===== src/rtl/alu_pkg.sv =====
// Shared types for the registered ALU with iterative multiply/divide unit.
// Holds op codes, the control FSM states and the M-op decode helper.
package alu_pkg;

   typedef enum logic [4:0] {
      OP_ADD    = 5'd0,
      OP_SLL    = 5'd1,
      OP_SLT    = 5'd2,
      OP_SLTU   = 5'd3,
      OP_XOR    = 5'd4,
      OP_SRL    = 5'd5,
      OP_SRA    = 5'd6,
      OP_AND    = 5'd7,
      OP_OR     = 5'd8,
      OP_SUB    = 5'd9,
      OP_MUL    = 5'd16,
      OP_MULH   = 5'd17,
      OP_MULHSU = 5'd18,
      OP_MULHU  = 5'd19,
      OP_DIV    = 5'd20,
      OP_DIVU   = 5'd21,
      OP_REM    = 5'd22,
      OP_REMU   = 5'd23
   } op_e;

   typedef enum logic [1:0] {
      IDLE = 2'd0,
      MUL  = 2'd1,
      DIV  = 2'd2,
      DONE = 2'd3
   } state_e;

   localparam int OP_IS_MDU = 4;

   // Codes 24..31 also have bit 4 set but are unused single-cycle codes.
   function automatic logic op_is_mdu(input logic [4:0] op);
      return op[OP_IS_MDU] && !op[3];
   endfunction

endpackage


===== src/rtl/mdu_iter.sv =====
// Iterative RV32M datapath: radix-2 shift-add multiply and restoring divide.
// Captures operands on start, sets up magnitudes, runs WORD_LENGTH steps, raises done.
module mdu_iter
   import alu_pkg::*;
#(
   parameter int WORD_LENGTH = 32
) (
   input  logic                   clk,
   input  logic                   rst_n,
   input  logic                   flush,
   input  logic                   start,
   input  logic [2:0]             op_sel,
   input  logic [WORD_LENGTH-1:0] in_1,
   input  logic [WORD_LENGTH-1:0] in_2,
   output logic                   done,
   output logic [WORD_LENGTH-1:0] result
);

   localparam int W       = WORD_LENGTH;
   localparam int SHAMT_W = $clog2(W);
   localparam logic [SHAMT_W:0] LAST_STEP = (SHAMT_W + 1)'(W + 1);
   localparam logic [SHAMT_W:0] STEP_ONE  = (SHAMT_W + 1)'(1);

   logic             busy;
   logic [SHAMT_W:0] step;
   logic [2:0]       op_r;
   logic [W-1:0]     a_r, b_r;
   logic [2*W-1:0]   acc;
   logic             neg_q, neg_r, b_zero;

   op_e            op_full;
   logic           a_signed, b_signed, sa, sb, is_div, fits;
   logic [W-1:0]   abs_a, abs_b, addend, quot, rem;
   logic [W:0]     mul_sum, rem_shift;
   logic [2*W-1:0] mul_next, div_next, prod;

   assign op_full = op_e'({2'b10, op_r});
   assign is_div  = op_r[2];

   always_comb begin
      a_signed = op_full inside {OP_MULH, OP_MULHSU, OP_DIV, OP_REM};
      b_signed = op_full inside {OP_MULH, OP_DIV, OP_REM};
   end

   assign sa    = a_signed && a_r[W-1];
   assign sb    = b_signed && b_r[W-1];
   assign abs_a = sa ? -a_r : a_r;
   assign abs_b = sb ? -b_r : b_r;

   // acc = {high/remainder, low/quotient}; the multiplier shifts out of the low half.
   assign addend   = acc[0] ? b_r : '0;
   assign mul_sum  = {1'b0, acc[2*W-1:W]} + {1'b0, addend};
   assign mul_next = {mul_sum, acc[W-1:1]};

   assign rem_shift = {acc[2*W-1:W], acc[W-1]};
   assign fits      = rem_shift >= {1'b0, b_r};
   assign div_next  = fits ? {W'(rem_shift - {1'b0, b_r}), acc[W-2:0], 1'b1}
                           : {rem_shift[W-1:0], acc[W-2:0], 1'b0};

   assign prod = neg_q ? -acc : acc;
   assign quot = acc[W-1:0];
   assign rem  = acc[2*W-1:W];

   always_comb begin
      result = '0;
      case (op_full)
         OP_MUL:                       result = prod[W-1:0];
         OP_MULH, OP_MULHSU, OP_MULHU: result = prod[2*W-1:W];
         OP_DIV, OP_DIVU:              result = b_zero ? '1 : (neg_q ? -quot : quot);
         OP_REM, OP_REMU:              result = neg_r ? -rem : rem;
         default:                      result = '0;
      endcase
   end

   assign done = busy && (step == LAST_STEP);

   always_ff @(posedge clk or negedge rst_n) begin
      if (!rst_n) begin
         busy   <= 1'b0;
         step   <= '0;
         op_r   <= '0;
         a_r    <= '0;
         b_r    <= '0;
         acc    <= '0;
         neg_q  <= 1'b0;
         neg_r  <= 1'b0;
         b_zero <= 1'b0;
      end else if (flush) begin
         busy <= 1'b0;
      end else if (start) begin
         busy <= 1'b1;
         step <= '0;
         op_r <= op_sel;
         a_r  <= in_1;
         b_r  <= in_2;
      end else if (busy) begin
         if (step == '0) begin
            acc    <= {{W{1'b0}}, abs_a};
            b_r    <= abs_b;
            neg_q  <= sa ^ sb;
            neg_r  <= sa;
            b_zero <= (b_r == '0);
            step   <= step + STEP_ONE;
         end else if (step == LAST_STEP) begin
            busy <= 1'b0;
         end else begin
            acc  <= is_div ? div_next : mul_next;
            step <= step + STEP_ONE;
         end
      end
   end

endmodule


===== src/rtl/alu_mdu.sv =====
// Registered execute-stage ALU: single-cycle base ops plus optional iterative MUL/DIV.
// Handshake: op accepted on a rising edge with in_valid && in_ready; out_valid pulses one cycle per result.
module alu_mdu
   import alu_pkg::*;
#(
   parameter int WORD_LENGTH = 32,
   parameter bit ENABLE_MDU  = 1'b1
) (
   input  logic                   clk,
   input  logic                   rst_n,
   input  logic                   flush,
   input  logic                   in_valid,
   output logic                   in_ready,
   input  logic [4:0]             op,
   input  logic [WORD_LENGTH-1:0] in_1,
   input  logic [WORD_LENGTH-1:0] in_2,
   output logic                   out_valid,
   output logic [WORD_LENGTH-1:0] alu_out,
   output logic                   carry_out,
   output logic                   zero,
   output logic                   sign
);

   localparam int W       = WORD_LENGTH;
   localparam int SHAMT_W = $clog2(W);

   state_e             state, state_next;
   logic               accept, is_mdu, start_mdu, mdu_done, base_carry;
   logic [W-1:0]       mdu_result, base_result;
   logic [SHAMT_W-1:0] shamt;
   logic [W:0]         add_sum, sub_sum;

   assign in_ready  = (state == IDLE);
   assign accept    = in_valid && in_ready && !flush;
   assign is_mdu    = ENABLE_MDU && op_is_mdu(op);
   assign start_mdu = accept && is_mdu;

   assign shamt   = in_2[SHAMT_W-1:0];
   assign add_sum = {1'b0, in_1} + {1'b0, in_2};
   assign sub_sum = {1'b0, in_1} + {1'b0, ~in_2} + {{W{1'b0}}, 1'b1};

   always_comb begin
      base_result = '0;
      base_carry  = 1'b0;
      case (op_e'(op))
         OP_ADD:  begin base_result = add_sum[W-1:0]; base_carry = add_sum[W]; end
         OP_SUB:  begin base_result = sub_sum[W-1:0]; base_carry = sub_sum[W]; end
         OP_SLL:  base_result = in_1 << shamt;
         OP_SRL:  base_result = in_1 >> shamt;
         OP_SRA:  base_result = W'($signed(in_1) >>> shamt);
         OP_SLT:  base_result = {{(W-1){1'b0}}, $signed(in_1) < $signed(in_2)};
         OP_SLTU: base_result = {{(W-1){1'b0}}, in_1 < in_2};
         OP_XOR:  base_result = in_1 ^ in_2;
         OP_AND:  base_result = in_1 & in_2;
         OP_OR:   base_result = in_1 | in_2;
         default: base_result = '0;
      endcase
   end

   always_ff @(posedge clk or negedge rst_n) begin
      if (!rst_n) state <= IDLE;
      else        state <= state_next;
   end

   always_comb begin
      state_next = state;
      case (state)
         IDLE:     if (start_mdu) state_next = op[2] ? DIV : MUL;
         MUL, DIV: begin
            if (flush)         state_next = IDLE;
            else if (mdu_done) state_next = DONE;
         end
         DONE:     state_next = IDLE;
         default:  state_next = IDLE;
      endcase
   end

   // A flushed M op keeps the previous result and flags on the outputs.
   always_ff @(posedge clk or negedge rst_n) begin
      if (!rst_n) begin
         alu_out   <= '0;
         carry_out <= 1'b0;
         out_valid <= 1'b0;
      end else begin
         out_valid <= 1'b0;
         if (accept && !is_mdu) begin
            alu_out   <= base_result;
            carry_out <= base_carry;
            out_valid <= 1'b1;
         end else if ((state == MUL || state == DIV) && !flush && mdu_done) begin
            alu_out   <= mdu_result;
            carry_out <= 1'b0;
            out_valid <= 1'b1;
         end
      end
   end

   assign zero = (alu_out == '0);
   assign sign = alu_out[W-1];

   generate
      if (ENABLE_MDU) begin : g_mdu
         mdu_iter #(.WORD_LENGTH(W)) u_mdu (
            .clk    (clk),
            .rst_n  (rst_n),
            .flush  (flush),
            .start  (start_mdu),
            .op_sel (op[2:0]),
            .in_1   (in_1),
            .in_2   (in_2),
            .done   (mdu_done),
            .result (mdu_result)
         );
      end else begin : g_no_mdu
         assign mdu_done   = 1'b0;
         assign mdu_result = '0;
      end
   endgenerate

endmodule


===== config.mk =====
export PLATFORM = sky130hd
export DESIGN_NAME = alu_mdu
export DESIGN_NICKNAME = d
export VERILOG_FILES = /design/src/rtl/alu_pkg.sv /design/src/rtl/mdu_iter.sv /design/src/rtl/alu_mdu.sv
export SDC_FILE = /design/constraint.sdc
export NUM_CORES = 1
export LEC_CHECK = 0
export BUFFER_PORTS_ARGS = -buffer_cell sky130_fd_sc_hd__buf_2
export CORE_UTILIZATION = 30
export DETAILED_ROUTE_END_ITERATION = 7
export PLACE_DENSITY_LB_ADDON = 0.1
export SETUP_SLACK_MARGIN = 0.4
export SYNTH_ARGS = -nofsm -noshare
export SYNTH_HDL_FRONTEND = slang
export SYNTH_SLANG_ARGS = --single-unit

===== constraint.sdc =====
create_clock -name clk -period 4.65 [get_ports clk]
set_clock_uncertainty 0.15 [all_clocks]
set_input_delay 0.465 -clock clk [delete_from_list [all_inputs] [get_ports clk]]
set_output_delay 0.465 -clock clk [all_outputs]
set_load 0.03 [all_outputs]

Word level (Yosys, flattened, before mapping)
Index checks and enable logic that the tools add are counted.
{ "totals": {"ff_bits": 177, "latchBits": 0, "ramBits": 0, "rom_bits": 0, "inputBits": 73, "out_inout_bits": 37, "wordCells": 134, "n_memories": 0} }
{ "op_classes": {"n_addsub": 11, "mul": 0, "n_div": 0, "magnitude_cmp": 3, "n_eq_ne": 24, "shifts": 3, "n_mux": 37, "n_bitwise": 7, "reduce_logical": 36} }
{ "op_table": {"columns": ["cell", "count"], "rows": [
  ["32-bit 2-to-1 mux", 11],
  ["64-bit 2-to-1 mux", 5],
  ["32-bit one-hot mux with 10 select lines", 1],
  ["32-bit negator", 4],
  ["32-bit one-hot mux with 4 select lines", 1],
  ["32-bit by 32-bit adder with 33-bit output", 3],
  ["32-bit zero test", 2],
  ["32-bit < comparator", 2],
  ["64-bit negator", 1],
  ["33-bit by 1-bit adder with 33-bit output, second input constant", 1],
  ["33-bit by 32-bit greater-or-equal comparator with 1-bit output", 1],
  ["32-bit bitwise AND", 1],
  ["32-bit inverter", 1],
  ["32-bit OR", 1],
  ["32-bit by 5-bit << shifter with 32-bit output", 1],
  ["32-bit by 5-bit >> shifter with 32-bit output", 1],
  ["32-bit by 5-bit >>> shifter with 32-bit output", 1],
  ["32-bit subtractor", 1],
  ["32-bit XOR", 1],
  ["6-bit 2-to-1 mux", 4],
  ["5-bit by 3-bit equality test with 1-bit output, second input constant", 4],
  ["3-bit equality test, second input constant", 4],
  ["4-bit AND reduction", 3],
  ["5-bit by 2-bit equality test with 1-bit output, second input constant", 2],
  ["other kinds (32)", 64]
]} }

Logic depth before layout (Yosys ltp)
Gate-level depths: netlist (run 1).
{ "depth": {"word_depth": 7, "mapped_depth": 14, "mapped_depth_nobuf": 13} }

Modules after synthesis
A second synthesis (run 1) with hierarchy kept.
{ "unflattened": {"hier_cells": 3321, "area_unflattened_um2": 24432.2} }
{ "modules_own_cells": {"columns": ["module", "instances", "cells_each", "area_each_um2"], "rows": [
  ["mdu_iter", 1, 1885, 13914.6],
  ["alu_mdu", 1, 1436, 10517.6]
]} }

Worst setup path before layout (run 1)
Ideal clock, no wire load.
{ "synth_timing": {"path_type": "input-to-reg", "start": "input port in_2[2]", "end": "register alu_out[28]", "arrival_ns": 3.696, "required_time_ns": 4.378, "setup_slack_ns": 0.681, "stages": 14, "cell_sequence": "inv_2 -> buf_1 -> clkbuf_1 -> ha_1 -> buf_2 -> nor2b_1 -> o211ai_1 -> a211oi_1 -> o21ai_1 -> a41oi_1 -> a2bb2oi_1 -> o221ai_1 -> a211o_1 -> o2bb2ai_1"} }
{ "synth_via": {"elab_chain_len": 5} }
{ "synth_lines": {"columns": ["item", "line_no", "text"], "rows": [
  ["start, declared", "alu_mdu.sv:16", "input logic [WORD_LENGTH-1:0] in_2,"],
  ["32-bit inverter", "alu_mdu.sv:40", "assign sub_sum = {1'b0, in_1} + {1'b0, ~in_2} + {{W{1'b0}}, 1'b1};"],
  ["32-bit by 32-bit adder with 33-bit output", "alu_mdu.sv:40", null],
  ["33-bit by 1-bit adder with 33-bit output", "alu_mdu.sv:40", null],
  ["32-bit one-hot mux with 10 select lines *", "alu_mdu.sv:45", "case (op_e'(op))"],
  ["32-bit 2-to-1 mux *", "alu_mdu.sv:86", "if (accept && !is_mdu) begin"],
  ["end signal, assigned", "alu_mdu.sv:87", "alu_out <= base_result;"],
  ["end signal, assigned", "alu_mdu.sv:91", "alu_out <= mdu_result;"],
  ["end, declared", "alu_mdu.sv:18", "output logic [WORD_LENGTH-1:0] alu_out,"]
]} }
Every way passes the cells marked *; elsewhere a longest branch is shown, timed or not.
A chain may end at the register's enable or synchronous reset.

Worst setup path after layout (run 1)
{ "layout_timing": {"start": "input port in_2[0]", "end": "register alu_out[19]"} }
Same word-level chain as after synthesis.

==> results of run 1 <==
[flip-flops by register name, indices dropped and copies added, names as in the netlist, 2 cells and up]
| signal | flops |
|---|---|
| g_mdu.u_mdu.b_r | 32 |
| state | 2 |
| g_mdu.u_mdu.a_r | 32 |
| g_mdu.u_mdu.step | 6 |
| g_mdu.u_mdu.acc | 64 |
| alu_out | 32 |
| g_mdu.u_mdu.op_r | 3 |
[metrics by stage]
step	setup slack (ns)	instances	cell area (um2)	hold slack, ns	util
finish	0.6047	4308	26650	0.09708	0.3374
global route	0.3997	4306	26650	0.08205	0.3373
CTS	0.5283	4306	26630	0.07153	0.3370
detailed placement	0.3122	4273	26050	0.3654	0.3297
global placement	0.3198	4273	26050	0.3538	0.3297
floorplan	0.6814	3196	23980	0.01941	-
[kinds of logic after synthesis]
group	synth area share
AO/OA/AOI/OAI	0.2931
flip-flops	0.1847
adder cells (fa/ha/maj)	0.09309
AND/OR/NAND/NOR	0.1956
XOR/XNOR	0.06940
buffers and inverters	0.06575
multiplexers	0.09831
[routing by layer]
layer  vias to the layer above  track usage
li1                      11790            -
met1                     12880       0.4123
met3                       161      0.05618
met5                         -            0
met2                      1083       0.4658
met4                         8       0.1052
[power by group through the flow]
| stage | combinational, uW | sequential [uW] | clock [uW] |
|---|---|---|---|
| after CTS | 11000 | 3300 | 1580 |
| after global placement | 10900 | 3300 | 0 |
| after detailed placement | 10900 | 3330 | 0 |
| after global routing | 12200 | 3400 | 1630 |
| after floorplan | 7460 | 2990 | 0 |
| final | 11200 | 3310 | 1550 |
[critical path, delay by kind of cell]
| kind | cells | cell delay (ns) |
|---|---|---|
| mux | 3 | 1.38 |
| compound gates | 4 | 1.55 |
| buf+inv | 3 | 0.81 |
| simple gates | 1 | 0.04 |
[cell usage in the layout, fill, tap and decap left out, drive strengths merged, types with 105 or more instances in the layout]
cell	instances
dfrtp	177
ha	172
nor2	327
a21oi	267
buf	242
nand2	321
inv	183
xnor2	105
o21ai	343
[layout make-up]
class / instances / area [um2] / share of cell area
multi-input cells: 2626 / 18050 / 0.6771
flip-flops and latches: 177 / 4431 / 0.1662
repair buffers: 244 / 1623 / 0.06089
well taps: 1050 / 1314 / 0.04929
inverters: 177 / 664.4 / 0.02493
clock buffers: 18 / 429.2 / 0.01610
clock inverters: 14 / 141.4 / 0.005305
diodes: 2 / 5.005 / 0.0001878
[worst paths after layout]
path	start	endpoint	slack, ns	depth (start not counted)
worst max-delay path	in_2[0]	alu_out[19]	0.60	11
min in group asynchronous	rst_n	g_mdu.u_mdu.acc[56]	0.40	2
worst max register to register	g_mdu.u_mdu.acc[0]	alu_out[24]	0.65	12
worst min-delay path	in_2[10]	g_mdu.u_mdu.b_r[10]	0.1	3
worst min register to register	alu_out[4]	alu_out[4]	0.38	1
max in group asynchronous	rst_n	g_mdu.u_mdu.b_r[9]	2.91	3
[timing repair]
action | CTS | global route
hold buffers | 1 | 0
hold endpoints to repair | 60 | 0
resized for setup | 0 | 6
setup endpoints to repair | 0 | 4
==> impl_metrics.xml, run 1 <==
<?xml version="1.0" encoding="UTF-8"?>
<metrics>
  <group name="clock_tree">
    <metric name="clock_sink_count" unit="">177</metric>
    <metric name="postCtsSetupBuffers" unit="">0</metric>
    <metric name="cts_inserted_buffers" unit="">17</metric>
    <metric name="clock_tree.root_cell" unit="">clkbuf_16</metric>
    <metric name="cts_tree" unit="">done</metric>
    <metric name="max-clock-path-buffers" unit="">2</metric>
    <metric name="h-tree-depth" unit="">4</metric>
    <metric name="clk-insertion-delay-late" unit="ns">0.50</metric>
    <metric name="clkTransAtPathRegs" unit="ns">0.08</metric>
  </group>
  <group name="placement">
    <metric name="place_hpwl" unit="um">98210</metric>
    <metric name="last_weighted_congestion_value_of_the_routability_driven_placer" unit="">0.9696</metric>
    <metric name="io_buffers" unit="">109</metric>
  </group>
  <group name="global_routing">
    <metric name="first_global_vias" unit="">24770</metric>
    <metric name="grt_start_max_net_pins" unit="">76</metric>
    <metric name="grt_antenna_before_repair" unit="">7</metric>
    <metric name="grt_pass1_wl" unit="um">178300</metric>
    <metric name="grtUsageTotal" unit="">0.2997</metric>
    <metric name="grt_remaining_overflow" unit="">0</metric>
  </group>
  <group name="pwr">
    <metric name="netSwitchingPower" unit="uW">9135</metric>
    <metric name="comb_power_share" unit="">0.698</metric>
    <metric name="power.share.switching" unit="">0.5682</metric>
    <metric name="powerDensity" unit="nW/um2">603.2</metric>
    <metric name="peakVddDrop" unit="uV">285.9</metric>
    <metric name="finalPower" unit="uW">16080</metric>
    <metric name="intPower" unit="uW">6942</metric>
    <metric name="p_leak" unit="uW">0.01148</metric>
    <metric name="power_frac_clock" unit="">0.096</metric>
    <metric name="power_frac_seq" unit="">0.206</metric>
  </group>
  <group name="route">
    <metric name="vias" unit="">25920</metric>
    <metric name="m1WireLength" unit="um">55060</metric>
    <metric name="route.detailed.vias_per_inst" unit="">6.017</metric>
    <metric name="dr_wl_met3" unit="um">9014</metric>
    <metric name="dr.pass1.iters" unit="">6</metric>
    <metric name="route.met2.wl" unit="um">54770</metric>
    <metric name="drt_iter0_markers" unit="">2640</metric>
    <metric name="wl_per_cell" unit="um">28.70</metric>
    <metric name="remaining_drc_errors" unit="">0</metric>
    <metric name="top_layer_used" unit="">met5</metric>
    <metric name="route.antenna.remaining_nets" unit="">0</metric>
    <metric name="drt_wl_total" unit="um">123600</metric>
  </group>
  <group name="yosys">
    <metric name="netlist_area" unit="um2">23980</metric>
    <metric name="yosys.cell_count.top_type" unit="">o21ai_0</metric>
    <metric name="ys_dominant_reg_cell" unit="">dfrtp_1</metric>
    <metric name="yosys-top-cells-area" unit="">dfrtp_1, ha_1, o21ai_0</metric>
    <metric name="synthesis.nets" unit="">3445</metric>
    <metric name="ys.warnings.count" unit="">0</metric>
    <metric name="yosys_register_bits" unit="">177</metric>
    <metric name="postSynthCellCount" unit="">3196</metric>
    <metric name="synth_top_cells_by_count" unit="">o21ai_0, nor2_1, nand2_1</metric>
    <metric name="post-synth-top-area-cell" unit="">dfrtp_1</metric>
    <metric name="synth.distinct_cells" unit="">102</metric>
    <metric name="synthArstFlopShare" unit="">1.000</metric>
    <metric name="synth_largest_type_area_fraction" unit="">0.1847</metric>
    <metric name="ys_seq_area_frac" unit="">0.1847</metric>
    <metric name="syn-mean-instance-area" unit="um2">7.503</metric>
    <metric name="synth-edff-count" unit="">0</metric>
  </group>
  <group name="worst_setup_path">
    <metric name="critical_path.max_fanout" unit="">65</metric>
    <metric name="timing.critical_path.from_type" unit="">primary input</metric>
    <metric name="cell_repeated_most_along_the_worst_path" unit="">buf_4</metric>
    <metric name="critPathMaxStageDelay" unit="ns">0.87</metric>
    <metric name="crit_arrival" unit="ns">4.27</metric>
    <metric name="cpMaxStageDelayCell" unit="">o31ai_1</metric>
    <metric name="worstPathCellList" unit="">buf_4 -&gt; buf_12 -&gt; mux4_2 -&gt; mux2i_1 -&gt; mux2_2 -&gt; nor2_1 -&gt; a31oi_1 -&gt; a22oi_1 -&gt; o31ai_1 -&gt; buf_4 -&gt; a21oi_1</metric>
    <metric name="setup.worst_path.end_class" unit="">flip-flop</metric>
    <metric name="cp_required" unit="ns">4.88</metric>
    <metric name="worst_setup_path_type" unit="">in2reg</metric>
  </group>
  <group name="cells_and_area">
    <metric name="num-nets-final" unit="">3492</metric>
    <metric name="areaGrowthSynthToFinish" unit="%">11.16</metric>
    <metric name="final_layout_size_suffix_gt1_frac" unit="">0.1262</metric>
    <metric name="final.fill_count" unit="">8516</metric>
  </group>
  <group name="timing">
    <metric name="timing.final.setup_violations" unit="">0</metric>
    <metric name="period_needed" unit="ns">4.045</metric>
    <metric name="slew_headroom" unit="">0.2176</metric>
    <metric name="setup_total_negative_slack" unit="ns">0</metric>
    <metric name="finalMaxSlewViolations" unit="">0</metric>
    <metric name="rsz_0062_raised_after_global_routing" unit="">false</metric>
    <metric name="timing.final.crit_share" unit="">0.8700</metric>
    <metric name="worst_slew_pin_slew" unit="ns">1.167</metric>
    <metric name="fmax" unit="GHz">0.2472</metric>
    <metric name="hold_viol" unit="">0</metric>
  </group>
  <group name="floorplan">
    <metric name="start_util" unit="">0.3035</metric>
    <metric name="core_area" unit="um2">79000</metric>
    <metric name="die-area" unit="um2">81060</metric>
    <metric name="top_level_ports" unit="">110</metric>
    <metric name="fp.dieW" unit="um">284.7</metric>
    <metric name="rows" unit="">103</metric>
    <metric name="chipHeight" unit="um">284.7</metric>
  </group>
  <group name="run">
    <metric name="max_cap_viol_count" unit="">0</metric>
  </group>
  <group name="status">
    <metric name="run_status" unit="">finished clean</metric>
  </group>
  <group name="hold_path">
    <metric name="worst_hold_path_type" unit="">in2reg</metric>
  </group>
</metrics>
Power figures use the tool's default switching activity.
==> inputs of run 2 (changes only) <==
--- a/config.mk
+++ b/config.mk
@@ -9,6 +9,7 @@
 export CORE_UTILIZATION = 30
 export DETAILED_ROUTE_END_ITERATION = 7
 export PLACE_DENSITY_LB_ADDON = 0.1
+export RECOVER_POWER = 100
 export SETUP_SLACK_MARGIN = 0.4
 export SYNTH_ARGS = -nofsm -noshare
 export SYNTH_HDL_FRONTEND = slang
==> impl_metrics.xml, run 2 (synthesis results as in run 1) <==
<?xml version="1.0" encoding="UTF-8"?>
<metrics>
  <group name="status">
    <metric name="run_status" unit="">finished with violations</metric>
    <metric name="violated_checks" unit="">capacitance limit, slew limit</metric>
  </group>
  <group name="run">
    <metric name="max_cap_viol_count" unit="">3</metric>
  </group>
  <group name="pwr">
    <metric name="power_frac_clock" unit="">0.097</metric>
    <metric name="intPower" unit="uW">6870</metric>
    <metric name="netSwitchingPower" unit="uW">9114</metric>
    <metric name="p_leak" unit="uW">0.01131</metric>
    <metric name="finalPower" unit="uW">15980</metric>
    <metric name="power_frac_seq" unit="">0.208</metric>
    <metric name="powerDensity" unit="nW/um2">602.9</metric>
    <metric name="comb_power_share" unit="">0.695</metric>
    <metric name="peakVddDrop" unit="uV">287.6</metric>
    <metric name="power.share.switching" unit="">0.5702</metric>
  </group>
  <group name="worst_setup_path">
    <metric name="setup.worst_path.end_class" unit="">flip-flop</metric>
    <metric name="timing.critical_path.from_type" unit="">primary input</metric>
    <metric name="cpMaxStageDelayCell" unit="">a211oi_1</metric>
    <metric name="cp_required" unit="ns">4.89</metric>
    <metric name="worst_setup_path_type" unit="">in2reg</metric>
    <metric name="start_point_of_the_critical_path" unit="">in_1[2]</metric>
    <metric name="critical_path.max_fanout" unit="">10</metric>
    <metric name="cell_depth_of_the_worst_flop_to_flop_path" unit="">12</metric>
    <metric name="worstPathCellList" unit="">clkbuf_1 -&gt; inv_1 -&gt; ha_1 -&gt; nor2b_1 -&gt; o211ai_1 -&gt; a211oi_1 -&gt; o21ai_1 -&gt; a41oi_1 -&gt; a2bb2oi_1 -&gt; o221ai_1 -&gt; a211o_1 -&gt; o2bb2ai_1</metric>
    <metric name="reg2reg_setup_slack" unit="ns">0.48</metric>
    <metric name="rr_startpoint" unit="">g_mdu.u_mdu.acc[31]</metric>
    <metric name="setup.worst_path.end" unit="">alu_out[28]</metric>
    <metric name="critical_path_buf_inv_count" unit="">2</metric>
    <metric name="worst-path-stages" unit="">12</metric>
    <metric name="cp_top_family" unit="">compound AO/OA/AOI/OAI gates</metric>
    <metric name="r2r_end" unit="">g_mdu.u_mdu.acc[57]</metric>
    <metric name="crit_arrival" unit="ns">4.47</metric>
    <metric name="critPathMaxStageDelay" unit="ns">0.58</metric>
  </group>
  <group name="floorplan">
    <metric name="die-area" unit="um2">81060</metric>
    <metric name="core_area" unit="um2">79000</metric>
    <metric name="rows" unit="">103</metric>
    <metric name="chipHeight" unit="um">284.7</metric>
    <metric name="top_level_ports" unit="">110</metric>
    <metric name="start_util" unit="">0.3035</metric>
    <metric name="fp.dieW" unit="um">284.7</metric>
  </group>
  <group name="placement">
    <metric name="dp_cells" unit="">4273</metric>
    <metric name="postPlaceCellArea" unit="um2">26050</metric>
    <metric name="last_weighted_congestion_value_of_the_routability_driven_placer" unit="">0.9696</metric>
    <metric name="io_buffers" unit="">109</metric>
    <metric name="place_hpwl" unit="um">98210</metric>
  </group>
  <group name="cells_and_area">
    <metric name="largest-register" unit="">g_mdu.u_mdu.acc</metric>
    <metric name="layoutNonFillerInstCount" unit="">4307</metric>
    <metric name="num-nets-final" unit="">3492</metric>
    <metric name="register_area" unit="um2">4431</metric>
    <metric name="multi_input_comb_area" unit="um2">18030</metric>
    <metric name="mostFrequentLayoutCells" unit="">o21ai_0, nor2_1, nand2_1</metric>
    <metric name="final_layout_size_suffix_gt1_frac" unit="">0.1093</metric>
    <metric name="final.fill_count" unit="">8571</metric>
    <metric name="areaGrowthSynthToFinish" unit="%">10.57</metric>
    <metric name="final_instance_area" unit="um2">26510</metric>
    <metric name="largest_reg_flops" unit="">64</metric>
    <metric name="final_common_cell" unit="">o21ai_0</metric>
  </group>
  <group name="clock_tree">
    <metric name="postCtsSetupBuffers" unit="">0</metric>
    <metric name="max-clock-path-buffers" unit="">2</metric>
    <metric name="clk-insertion-delay-late" unit="ns">0.51</metric>
    <metric name="h-tree-depth" unit="">4</metric>
    <metric name="cts_tree" unit="">done</metric>
    <metric name="clock_sink_count" unit="">177</metric>
    <metric name="clock_tree.root_cell" unit="">clkbuf_16</metric>
    <metric name="cts_inserted_buffers" unit="">17</metric>
    <metric name="clkTransAtPathRegs" unit="ns">0.08</metric>
  </group>
  <group name="timing">
    <metric name="setup_total_negative_slack" unit="ns">0</metric>
    <metric name="period_needed" unit="ns">4.235</metric>
    <metric name="fmax" unit="GHz">0.2361</metric>
    <metric name="worst_slew_pin_slew" unit="ns">2.271</metric>
    <metric name="timing.final.crit_share" unit="">0.9108</metric>
    <metric name="rsz_0062_raised_after_global_routing" unit="">false</metric>
    <metric name="timing.hold.ws" unit="ns">0.08947</metric>
    <metric name="slew_headroom" unit="">-0.5162</metric>
    <metric name="timing.final.setup_violations" unit="">0</metric>
    <metric name="finalMaxSlewViolations" unit="">161</metric>
    <metric name="hold_viol" unit="">0</metric>
  </group>
  <group name="global_routing">
    <metric name="grt_start_max_net_pins" unit="">76</metric>
    <metric name="grtUsageTotal" unit="">0.2997</metric>
    <metric name="grt_antenna_before_repair" unit="">7</metric>
    <metric name="first_global_vias" unit="">24770</metric>
    <metric name="grt_pass1_wl" unit="um">178300</metric>
    <metric name="grt_remaining_overflow" unit="">0</metric>
  </group>
  <group name="route">
    <metric name="drt_wl_total" unit="um">123800</metric>
    <metric name="vias" unit="">25930</metric>
    <metric name="dr.pass1.iters" unit="">6</metric>
    <metric name="route.detailed.vias_per_inst" unit="">6.019</metric>
    <metric name="wl_per_cell" unit="um">28.74</metric>
    <metric name="route.antenna.remaining_nets" unit="">0</metric>
    <metric name="drt_iter0_markers" unit="">2884</metric>
    <metric name="remaining_drc_errors" unit="">0</metric>
  </group>
  <group name="hold_path">
    <metric name="worst_hold_path_type" unit="">in2reg</metric>
  </group>
</metrics>
==> run 2: layer usage <==
metal / track usage / part of all wire
met5: 0 / 0.00042
met4: 0.1052 / 0.039
met3: 0.05618 / 0.074
met2: 0.4658 / 0.44
met1: 0.4123 / 0.44
==> run 2: what timing repair did <==
item,4_1_cts,5_1_grt
hold buffers,1,0
endpoints found under the hold margin,60,0
gates resized for setup,0,6
endpoints found under the setup margin,0,4
==> run 2: worst min path at each step <==
stage	from	endpoint	slack (ns)	cells past startpoint
detailed placement	alu_out[4]	alu_out[4]	0.37	1
global placement	alu_out[4]	alu_out[4]	0.35	1
CTS	in_2[21]	g_mdu.u_mdu.b_r[21]	0.07	3
finish	in_2[19]	g_mdu.u_mdu.b_r[19]	0.09	3
global route	in_2[13]	g_mdu.u_mdu.b_r[13]	0.08	3
floorplan	rst_n	alu_out[0]	0.02	0
==> run 2: through the flow <==
step | setup WS, ns | utilization
after CTS | 0.5283 | 0.3370
after global placement | 0.3198 | 0.3297
after detailed placement | 0.3122 | 0.3297
after global routing | 0.2288 | 0.3356
after floorplan | 0.6814 | -
final | 0.4146 | 0.3356
==> run 2: worst register-to-register path, cell delays in order (launching register included) <==
cell and delay, ns:
dfrtp_1 0.49, inv_1 0.22, ha_1 0.26, nor2b_1 0.15
o31ai_1 0.13, a211oi_1 0.70, o211ai_1 0.29, and3_1 0.25
o21ai_0 0.21, clkbuf_2 0.57, nand3_1 0.21, and3_1 0.23
o31ai_1 0.19
==> run 2: layout make-up <==
class / count / share of cell area
multi-input cells: 2626 / 0.6799
flip-flops and latches: 177 / 0.1671
repair buffers: 244 / 0.05672
well taps: 1050 / 0.04955
inverters: 177 / 0.02506
clock buffers: 18 / 0.01619
clock inverters: 14 / 0.005333
diodes: 1 / 0.00009438
==> run 2: power by group through the flow <==
stage                     Combinational, uW  Clock, uW  Sequential, uW
after floorplan                        7460          0            2990
after global placement                10900          0            3300
after detailed placement              10900          0            3330
after CTS                             11000       1580            3300
after global routing                  12100       1630            3410
final                                 11100       1550            3320
